**src/rtl/fptd_iteration_controller_if.sv**
```systemverilog
// fptd_iteration_controller_if: frame-loader / decoder-array signals of the iteration controller
interface fptd_iteration_controller_if #(
    parameter int FL    = 104,
    parameter int CNT_W = 6
);
    logic             Start;
    logic [CNT_W-1:0] Num_Half_Iter;
    logic [FL-1:0]    Razor_Error;
    logic             Ready;
    logic             nClear;
    logic             Enable_Term;
    logic             Enable_Odd;
    logic             Enable_Even;
    logic             Enable_Error_Counter;
    logic             Done;
    logic [7:0]       Replay_Count;
    logic             Replay_Fail;
    modport master (
        output Start, Num_Half_Iter, Razor_Error,
        input  Ready, nClear, Enable_Term, Enable_Odd, Enable_Even, Enable_Error_Counter,
               Done, Replay_Count, Replay_Fail
    );
    modport slave (
        input  Start, Num_Half_Iter, Razor_Error,
        output Ready, nClear, Enable_Term, Enable_Odd, Enable_Even, Enable_Error_Counter,
               Done, Replay_Count, Replay_Fail
    );
endinterface

```
**src/rtl/fptd_iteration_controller.sv**
```systemverilog
// fptd_iteration_controller: per-frame clear/termination/half-iteration sequencer with Razor-triggered replay
module fptd_iteration_controller #(
    parameter int FL         = 104,
    parameter int CNT_W      = 6,
    parameter int TERM_CYC   = 3,
    parameter int MAX_REPLAY = 3
) (
    input logic                       Clock,
    input logic                       nReset,
    fptd_iteration_controller_if.slave bus
);
    localparam int TW = $clog2(TERM_CYC + 1);
    localparam int RW = $clog2(MAX_REPLAY + 1);
    typedef enum logic [2:0] {IDLE, CLEAR, TERM, ITER_EN, ITER_CHK, COUNT, DONE} state_t;
    state_t           state_q, state_d;
    logic [TW-1:0]    term_q, term_d;
    logic [CNT_W-1:0] h_q, h_d, nh_q, nh_d, h_inc;
    logic [RW-1:0]    r_q, r_d;
    logic [7:0]       rc_q, rc_d;
    logic             rf_q, rf_d, err;
    logic [FL-1:0]    razor;
    assign razor = bus.Razor_Error;
    assign err   = |razor;
    assign h_inc = h_q + 1'b1;
    always_comb begin
        state_d = state_q;
        term_d  = term_q;
        h_d     = h_q;
        nh_d    = nh_q;
        r_d     = r_q;
        rc_d    = rc_q;
        rf_d    = rf_q;
        case (state_q)
            IDLE: if (bus.Start) begin
                state_d = CLEAR;
                nh_d    = (bus.Num_Half_Iter == '0) ? CNT_W'(1) : bus.Num_Half_Iter;
                h_d     = '0;
                r_d     = '0;
                rc_d    = '0;
                rf_d    = 1'b0;
            end
            CLEAR: begin
                state_d = TERM;
                term_d  = '0;
            end
            TERM: begin
                term_d = term_q + 1'b1;
                if (term_q == TW'(TERM_CYC - 1)) state_d = ITER_EN;
            end
            ITER_EN: state_d = ITER_CHK;
            // a flagged half-iteration is retried until its replay budget runs out
            ITER_CHK: if (err && r_q != RW'(MAX_REPLAY)) begin
                state_d = ITER_EN;
                r_d     = r_q + 1'b1;
                rc_d    = (rc_q == 8'hff) ? rc_q : rc_q + 1'b1;
            end else begin
                rf_d    = rf_q | err;
                r_d     = '0;
                h_d     = h_inc;
                state_d = (h_inc == nh_q) ? COUNT : ITER_EN;
            end
            COUNT:   state_d = DONE;
            default: state_d = IDLE;
        endcase
    end
    always_ff @(posedge Clock or negedge nReset) begin
        if (!nReset) begin
            state_q <= IDLE;
            term_q  <= '0;
            h_q     <= '0;
            nh_q    <= '0;
            r_q     <= '0;
            rc_q    <= '0;
            rf_q    <= 1'b0;
        end else begin
            state_q <= state_d;
            term_q  <= term_d;
            h_q     <= h_d;
            nh_q    <= nh_d;
            r_q     <= r_d;
            rc_q    <= rc_d;
            rf_q    <= rf_d;
        end
    end
    assign bus.Ready                = state_q == IDLE;
    assign bus.nClear               = state_q != CLEAR;
    assign bus.Enable_Term          = state_q == TERM;
    assign bus.Enable_Odd           = state_q == ITER_EN && !h_q[0];
    assign bus.Enable_Even          = state_q == ITER_EN && h_q[0];
    assign bus.Enable_Error_Counter = state_q == COUNT;
    assign bus.Done                 = state_q == DONE;
    assign bus.Replay_Count         = rc_q;
    assign bus.Replay_Fail          = rf_q;
endmodule

```
**src/flat_wrapper.sv**
```systemverilog
// flat-port wrapper written by rule: the top's interface ports become plain ports
module fptd_iteration_controller_flat 
#(
    parameter int FL         = 104,
    parameter int CNT_W      = 6,
    parameter int TERM_CYC   = 3,
    parameter int MAX_REPLAY = 3
)
  (Clock, nReset, bus_Start, bus_Num_Half_Iter, bus_Razor_Error, bus_Ready, bus_nClear, bus_Enable_Term, bus_Enable_Odd, bus_Enable_Even, bus_Enable_Error_Counter, bus_Done, bus_Replay_Count, bus_Replay_Fail);
  fptd_iteration_controller_if #(.FL(FL), .CNT_W(CNT_W)) bus_i ();
  input logic Clock;
  input logic nReset;
  input wire logic [$bits(bus_i.Start)-1:0] bus_Start;
  input wire logic [$bits(bus_i.Num_Half_Iter)-1:0] bus_Num_Half_Iter;
  input wire logic [$bits(bus_i.Razor_Error)-1:0] bus_Razor_Error;
  output wire logic [$bits(bus_i.Ready)-1:0] bus_Ready;
  output wire logic [$bits(bus_i.nClear)-1:0] bus_nClear;
  output wire logic [$bits(bus_i.Enable_Term)-1:0] bus_Enable_Term;
  output wire logic [$bits(bus_i.Enable_Odd)-1:0] bus_Enable_Odd;
  output wire logic [$bits(bus_i.Enable_Even)-1:0] bus_Enable_Even;
  output wire logic [$bits(bus_i.Enable_Error_Counter)-1:0] bus_Enable_Error_Counter;
  output wire logic [$bits(bus_i.Done)-1:0] bus_Done;
  output wire logic [$bits(bus_i.Replay_Count)-1:0] bus_Replay_Count;
  output wire logic [$bits(bus_i.Replay_Fail)-1:0] bus_Replay_Fail;
  assign bus_i.Start = bus_Start;
  assign bus_i.Num_Half_Iter = bus_Num_Half_Iter;
  assign bus_i.Razor_Error = bus_Razor_Error;
  assign bus_Ready = bus_i.Ready;
  assign bus_nClear = bus_i.nClear;
  assign bus_Enable_Term = bus_i.Enable_Term;
  assign bus_Enable_Odd = bus_i.Enable_Odd;
  assign bus_Enable_Even = bus_i.Enable_Even;
  assign bus_Enable_Error_Counter = bus_i.Enable_Error_Counter;
  assign bus_Done = bus_i.Done;
  assign bus_Replay_Count = bus_i.Replay_Count;
  assign bus_Replay_Fail = bus_i.Replay_Fail;
  fptd_iteration_controller #(.FL(FL), .CNT_W(CNT_W), .TERM_CYC(TERM_CYC), .MAX_REPLAY(MAX_REPLAY)) u_core (.Clock(Clock), .nReset(nReset), .bus(bus_i));
endmodule
```
**config.mk**
```make
export PLATFORM = sky130hd
export DESIGN_NAME = fptd_iteration_controller_flat
export DESIGN_NICKNAME = d
export VERILOG_FILES = /design/src/rtl/fptd_iteration_controller_if.sv /design/src/rtl/fptd_iteration_controller.sv /design/src/flat_wrapper.sv
export SDC_FILE = /design/constraint.sdc
export NUM_CORES = 1
export LEC_CHECK = 0
export CAP_MARGIN = 20
export CORE_MARGIN = 5
export CORE_UTILIZATION = 35
export CTS_CLUSTER_SIZE = 40
export DETAILED_ROUTE_END_ITERATION = 10
export PLACE_DENSITY_LB_ADDON = 0.05
export SLEW_MARGIN = 0
export SYNTH_ARGS = -nofsm -noshare
export SYNTH_HDL_FRONTEND = slang
export SYNTH_SLANG_ARGS = --single-unit
```
**constraint.sdc**
```tcl
create_clock -name Clock -period 2.2 [get_ports Clock]
set_input_delay 0.22 -clock Clock [delete_from_list [all_inputs] [get_ports Clock]]
set_output_delay 0.22 -clock Clock [all_outputs]
set_load 0.1 [all_outputs]
```
==> flow_summary.toml, run 1 <==
[timing]
tightest_slew_ps = 692.3
drv_slew = 0
skew_ps = 6.485
finalHoldViolations = 0
min_period_ps = 1915
holdWs_ps = 304.1
rsz0062_at_grt = "no"
max_slew_margin_pct = 53.73
tns_ps = 0
min_period_over_period_pct = 87.06
setup_violations = 0
max_freq_ghz = 0.5221
worst_slack_ps = 284.6

[routing]
drc = 0
antenna_left = 0
wl_per_cell_um = 17.18
drtPass1Iterations = 4
drtIter0Drc = 90
vias_per_cell = 5.195
via_count = 2135
drt_wl_total_um = 7061

[run_status]
status = "complete, no violations"

[setup_path]
reg2reg_slack_ps = 310
endpoint_kind = "register"
crit_chain = "clkdlybuf4s50_1, nor4_1, nand4_1, nor2_2, a41oi_4, o41a_1, o21ai_2"
critPathBufInv = 1
critPathMaxStageDelay_ps = 460
worstPathRequired_ps = 2420
path_class = "in2reg"
cp_max_fo = 3
critPathTopFamily = "simple AND/OR/NAND/NOR gates"
slowest_stage = "o41a_1"
arrival_ps = 2140
critPathLaunchType = "input pin"

[cells_and_area]
nets = 459
antenna_cells = 0
layout_common_cells = "clkdlybuf4s50_1 (112), nand2_1 (31), dfrtp_1 (28)"
post-route-util_pct = 64.89
syn2layout_area_growth_pct = 82.15
fin_cells = 411
seqCellArea_um2 = 700.7
drive_above_1_share_pct = 10.85
multiInputGateArea_um2 = 1064
stdcell_area_um2 = 3293
final_common_cell = "clkdlybuf4s50_1"
fill_cells = 435

[global_route]
grt_max_degree = 29
antenna_found_initial = 0
grt_pass1_vias = 2208
gr-usage-all-layers_pct = 20.55
grt_pass1_wl_um = 10560
grt_overflow = 0

[synthesis]
synth_area_leader_cell = "dfrtp_1"
synthXorXnorAreaFrac_pct = 3.875
synth_edf_count = 0
yosys.area_share.simple_pct = 35.92
syn_area_per_cell_um2 = 8.651
synth_compound_area_share_pct = 13.43
yosys.area_share.adder_pct = 2.768
synth_top_area_share_pct = 38.75
synth-main-ff-cell = "dfrtp_1"
synth_top_family_by_area = "simple AND/OR/NAND/NOR gates"
synthTopCellsByArea = "dfrtp_1 (39%), nor4_1 (9.3%), nand2_1 (6.4%)"
synth_mux_area_share_pct = 2.215
netlist_area_um2 = 1808
synth-seq-area-share_pct = 38.75
ys_types = 40
synthArstFlopShare_pct = 100.0
yosysWarnings = 0
ys_ff_latch = 28
syn_inst = 209
syn_nets = 326

[floorplan]
ios = 129
rows = 26
core_um2 = 5075
start_util_pct = 35.63
die_area_um2 = 6703
die_y_um = 81.87
die_w_um = 81.87

[place]
hpwl_um = 5948
placed_area_um2 = 3222
place_congestion = 0.8390
dpl.cell_count = 407
dp_slack_ps = -26.57
port_buffers = 128

[cts]
cts_buffer_depth = 2
root_buffer = "clkbuf_8"
cts_tree = "done"
post_cts_buffers = 0
cts_resized = 0
numCtsBuffers = 3
postCtsHoldBufs = 0
cts_max_level = 1
insertion_delay_ps = 280
cts_sinks = 28
clk_pin_slew_worst_paths_ps = 100

[power]
leakage_nw = 1.302
peakVddDrop_mv = 0.8487
cellPowerDensity_nw_per_um2 = 774.9
total_power_mw = 2.552

[flow_run]
cap_viol_max_count = 0

[hold_path]
hp-class = "in2async"
registers in the layout, summed over array words and instances (netlist names):
name and count:
u_core.bus.Replay_Count 8, u_core.h_q 6, u_core.nh_q 6, u_core.state_q 3, u_core.r_q 2, u_core.term_q 2, u_core.bus.Replay_Fail 1
logic make-up (layout without fill, tap and decap cells):
kind of cell	count (synthesis)	after routing
compound gates	32	32
xor+xnor	8	8
fa+ha+maj	4	4
buf+inv	14	146
flops	28	28
mux	4	4
simple gates	119	119
worst paths after layout:
| check | startpoint | endpoint | depth (start not counted) |
|---|---|---|---|
| worst max-delay path | bus_Razor_Error[87] | u_core.state_q[2] | 7 |
| worst min-delay path | nReset | u_core.bus.Replay_Fail | 2 |
| worst max register to register | u_core.state_q[1] | u_core.bus.Replay_Count[4] | 5 |
| worst min register to register | u_core.nh_q[5] | u_core.nh_q[5] | 2 |
| max in group asynchronous | nReset | u_core.bus.Replay_Count[4] | 2 |
| min in group Clock | bus_Num_Half_Iter[2] | u_core.nh_q[2] | 3 |
layer usage:
| layer | part of all wire (%) | up-vias | track usage, % |
|---|---|---|---|
| met5 | 0 | - | 0 |
| met4 | 2.7 | 0 | 7.807 |
| met3 | 9.4 | 19 | 4.496 |
| met2 | 50 | 87 | 39.01 |
| met1 | 38 | 966 | 21.85 |
| li1 | - | 1063 | - |
cell usage after synthesis (all sizes together) (3+ instances only):
master	instances
xor2	3
nor2b	3
o31ai	4
mux2i	4
dfrtp	28
o21ai	11
ha	4
clkbuf	5
inv	7
a21oi	4
nor4	28
nand3	17
o211ai	3
xnor2	5
nor3	3
nand4	9
or4	3
nor2	14
nand2	31
power breakdown:
part / internal, mW / switching (mW)
registers: 0.641 / 0.153
clock network: 0.244 / 0.173
logic: 0.536 / 0.805
cell type report:
cell class,instances,share of cell area (%)
Multi-Input combinational cell,167,32.29
Clock inverter,1,0.9119
Clock buffer,3,1.254
Sequential cell,28,21.28
Timing Repair Buffer,135,40.81
Inverter,7,0.7979
Tap cell,70,2.660
Note: power is estimated with default switching activity, not from simulation.
==> inputs of run 2 (changes only) <==
--- a/config.mk
+++ b/config.mk
@@ -11,7 +11,7 @@
 export CTS_CLUSTER_SIZE = 40
 export DETAILED_ROUTE_END_ITERATION = 10
 export PLACE_DENSITY_LB_ADDON = 0.05
-export SLEW_MARGIN = 0
+export SLEW_MARGIN = 20
 export SYNTH_ARGS = -nofsm -noshare
 export SYNTH_HDL_FRONTEND = slang
 export SYNTH_SLANG_ARGS = --single-unit
==> results of run 2 <==
Final layout, timing and power as in run 1 (identical DEF).
==> inputs of run 3 (changes only) <==
--- a/config.mk
+++ b/config.mk
@@ -10,7 +10,7 @@
 export CORE_UTILIZATION = 35
 export CTS_CLUSTER_SIZE = 40
 export DETAILED_ROUTE_END_ITERATION = 10
-export PLACE_DENSITY_LB_ADDON = 0.05
+export PLACE_DENSITY_LB_ADDON = 0.25
 export SLEW_MARGIN = 20
 export SYNTH_ARGS = -nofsm -noshare
 export SYNTH_HDL_FRONTEND = slang
==> run 3 against run 2 <==
Compared with the run above: flip-flop and latch count is the same; utilization shrank 0.25 points; setup slack gained 68 ps; first-iteration DRC count shrank 5.6%; highest routed layer unchanged; largest cell class unchanged; maximum frequency grew 3.7%; sequential power is essentially flat; count of clock-buffer cells in the layout is the same; non-clock buffer count is the same; register-to-register slack gained 60 ps; routed wire length shrank 6.8%.
==> flow_summary.toml, run 3 (same netlist as run 1, synthesis figures left out) <==
[run_status]
status = "complete, no violations"

[routing]
wl_per_cell_um = 16.01
vias_per_cell = 5.139
via_count = 2112
drc = 0
drtPass1Iterations = 4
drt_wl_total_um = 6580
antenna_left = 0
drtIter0Drc = 85

[place]
place_congestion = 0.8163
dp_slack_ps = 52.10
hpwl_um = 5650
port_buffers = 128

[cts]
clk_pin_slew_worst_paths_ps = 100
cts_tree = "done"
root_buffer = "clkbuf_8"
cts_sinks = 28
cts_max_level = 1
postCtsHoldBufs = 0
cts_buffer_depth = 2
cts_resized = 0
insertion_delay_ps = 280
numCtsBuffers = 3
post_cts_buffers = 0

[cells_and_area]
largest_reg_flops = 8
drive_above_1_share_pct = 10.85
nets = 459
syn2layout_area_growth_pct = 81.45
antenna_cells = 0
final_common_cell = "clkdlybuf4s50_1"
multiInputGateArea_um2 = 1064
fill_cells = 432
seqCellArea_um2 = 700.7
layout_common_cells = "clkdlybuf4s50_1 (112), nand2_1 (31), dfrtp_1 (28)"

[setup_path]
crit_start = "bus_Razor_Error[78]"
arrival_ps = 2060
critPathLaunchType = "input pin"
endpoint_kind = "register"
r2r-start = "u_core.r_q[0]"
worstPathRequired_ps = 2410
path_class = "in2reg"
cp_max_fo = 3

[power]
peakVddDrop_mv = 0.9306
leakage_nw = 1.297
cellPowerDensity_nw_per_um2 = 760.8

[timing]
drv_slew = 0
skew_ps = 10.59
finalHoldViolations = 0
min_period_ps = 1847
min_period_over_period_pct = 83.97
max_slew_margin_pct = 58.83
tightest_slew_ps = 616.1
worst_slack_ps = 352.7
tns_ps = 0
max_freq_ghz = 0.5413
rsz0062_at_grt = "no"
setup_violations = 0

[floorplan]
die_area_um2 = 6703
ios = 129
die_y_um = 81.87
core_um2 = 5075
rows = 26
start_util_pct = 35.63
die_w_um = 81.87

[global_route]
grt_pass1_wl_um = 10010
gr-usage-all-layers_pct = 18.92
grt_pass1_vias = 2023
antenna_found_initial = 0
grt_overflow = 0
grt_max_degree = 29

[hold_path]
hp-class = "in2async"

[flow_run]
cap_viol_max_count = 0
## run 3: cell count changes in the layout (fill, tap and decap cells not counted)
cell	previous run	this run
buf_12	4	3
buf_4	19	20
## run 3: layer usage
metal	global-route usage, %	vias to the layer above	share of wire [%]
li1	-	1061	-
met1	23.32	957	40
met2	32.07	88	47
met3	6.140	6	12
met4	4.153	0	1.1
met5	0	-	0
## run 3: where the power goes
group / leakage [nW] / total [mW] / switching [mW] / internal [mW]
registers: 0.373 / 0.795 / 0.153 / 0.641
logic: 0.888 / 1.30 / 0.793 / 0.504
clock network: 0.0357 / 0.404 / 0.160 / 0.244
total: 1.30 / 2.50 / 1.11 / 1.39
## run 3: cell type report
type	count	share of cell area [%]
tap	70	2.670
inverter	7	0.8009
multi-input combinational	167	32.42
timing repair buffer	135	40.58
clock buffer	3	1.259
sequential	28	21.36
clock inverter	1	0.9153
## run 3: final timing paths
kind	endpoint	slack (ps)	cells after the start
worst min-delay path	u_core.h_q[0]	320	2
worst max-delay path	u_core.state_q[2]	350	7
min in group Clock	u_core.r_q[0]	500	1
max in group asynchronous	u_core.h_q[1]	1610	2
worst max register to register	u_core.bus.Replay_Count[7]	370	5
worst min register to register	u_core.r_q[0]	500	1
## run 3: critical path, cell delays in order
cell and delay, ps:
clkdlybuf4s50_1 400, nor4_1 360, nand4_1 200, nor2_4 180, a41oi_4 140, o41a_1 450, o21ai_2 110
## run 3: stage by stage
| stage | power [mW] | instance area [um^2] | instances | util [%] | hold slack [ps] |
|---|---|---|---|---|---|
| after floorplan | 1.643 | 1819 | 209 | - | -75.59 |
| after global placement | 2.082 | 3209 | 407 | 63.24 | 478.8 |
| after detailed placement | 2.105 | 3209 | 407 | 63.24 | 483.3 |
| after CTS | 2.518 | 3281 | 411 | 64.65 | 324.2 |
| after global routing | 2.682 | 3281 | 411 | 64.65 | 334.6 |
| final | 2.496 | 3281 | 411 | 64.65 | 315.8 |
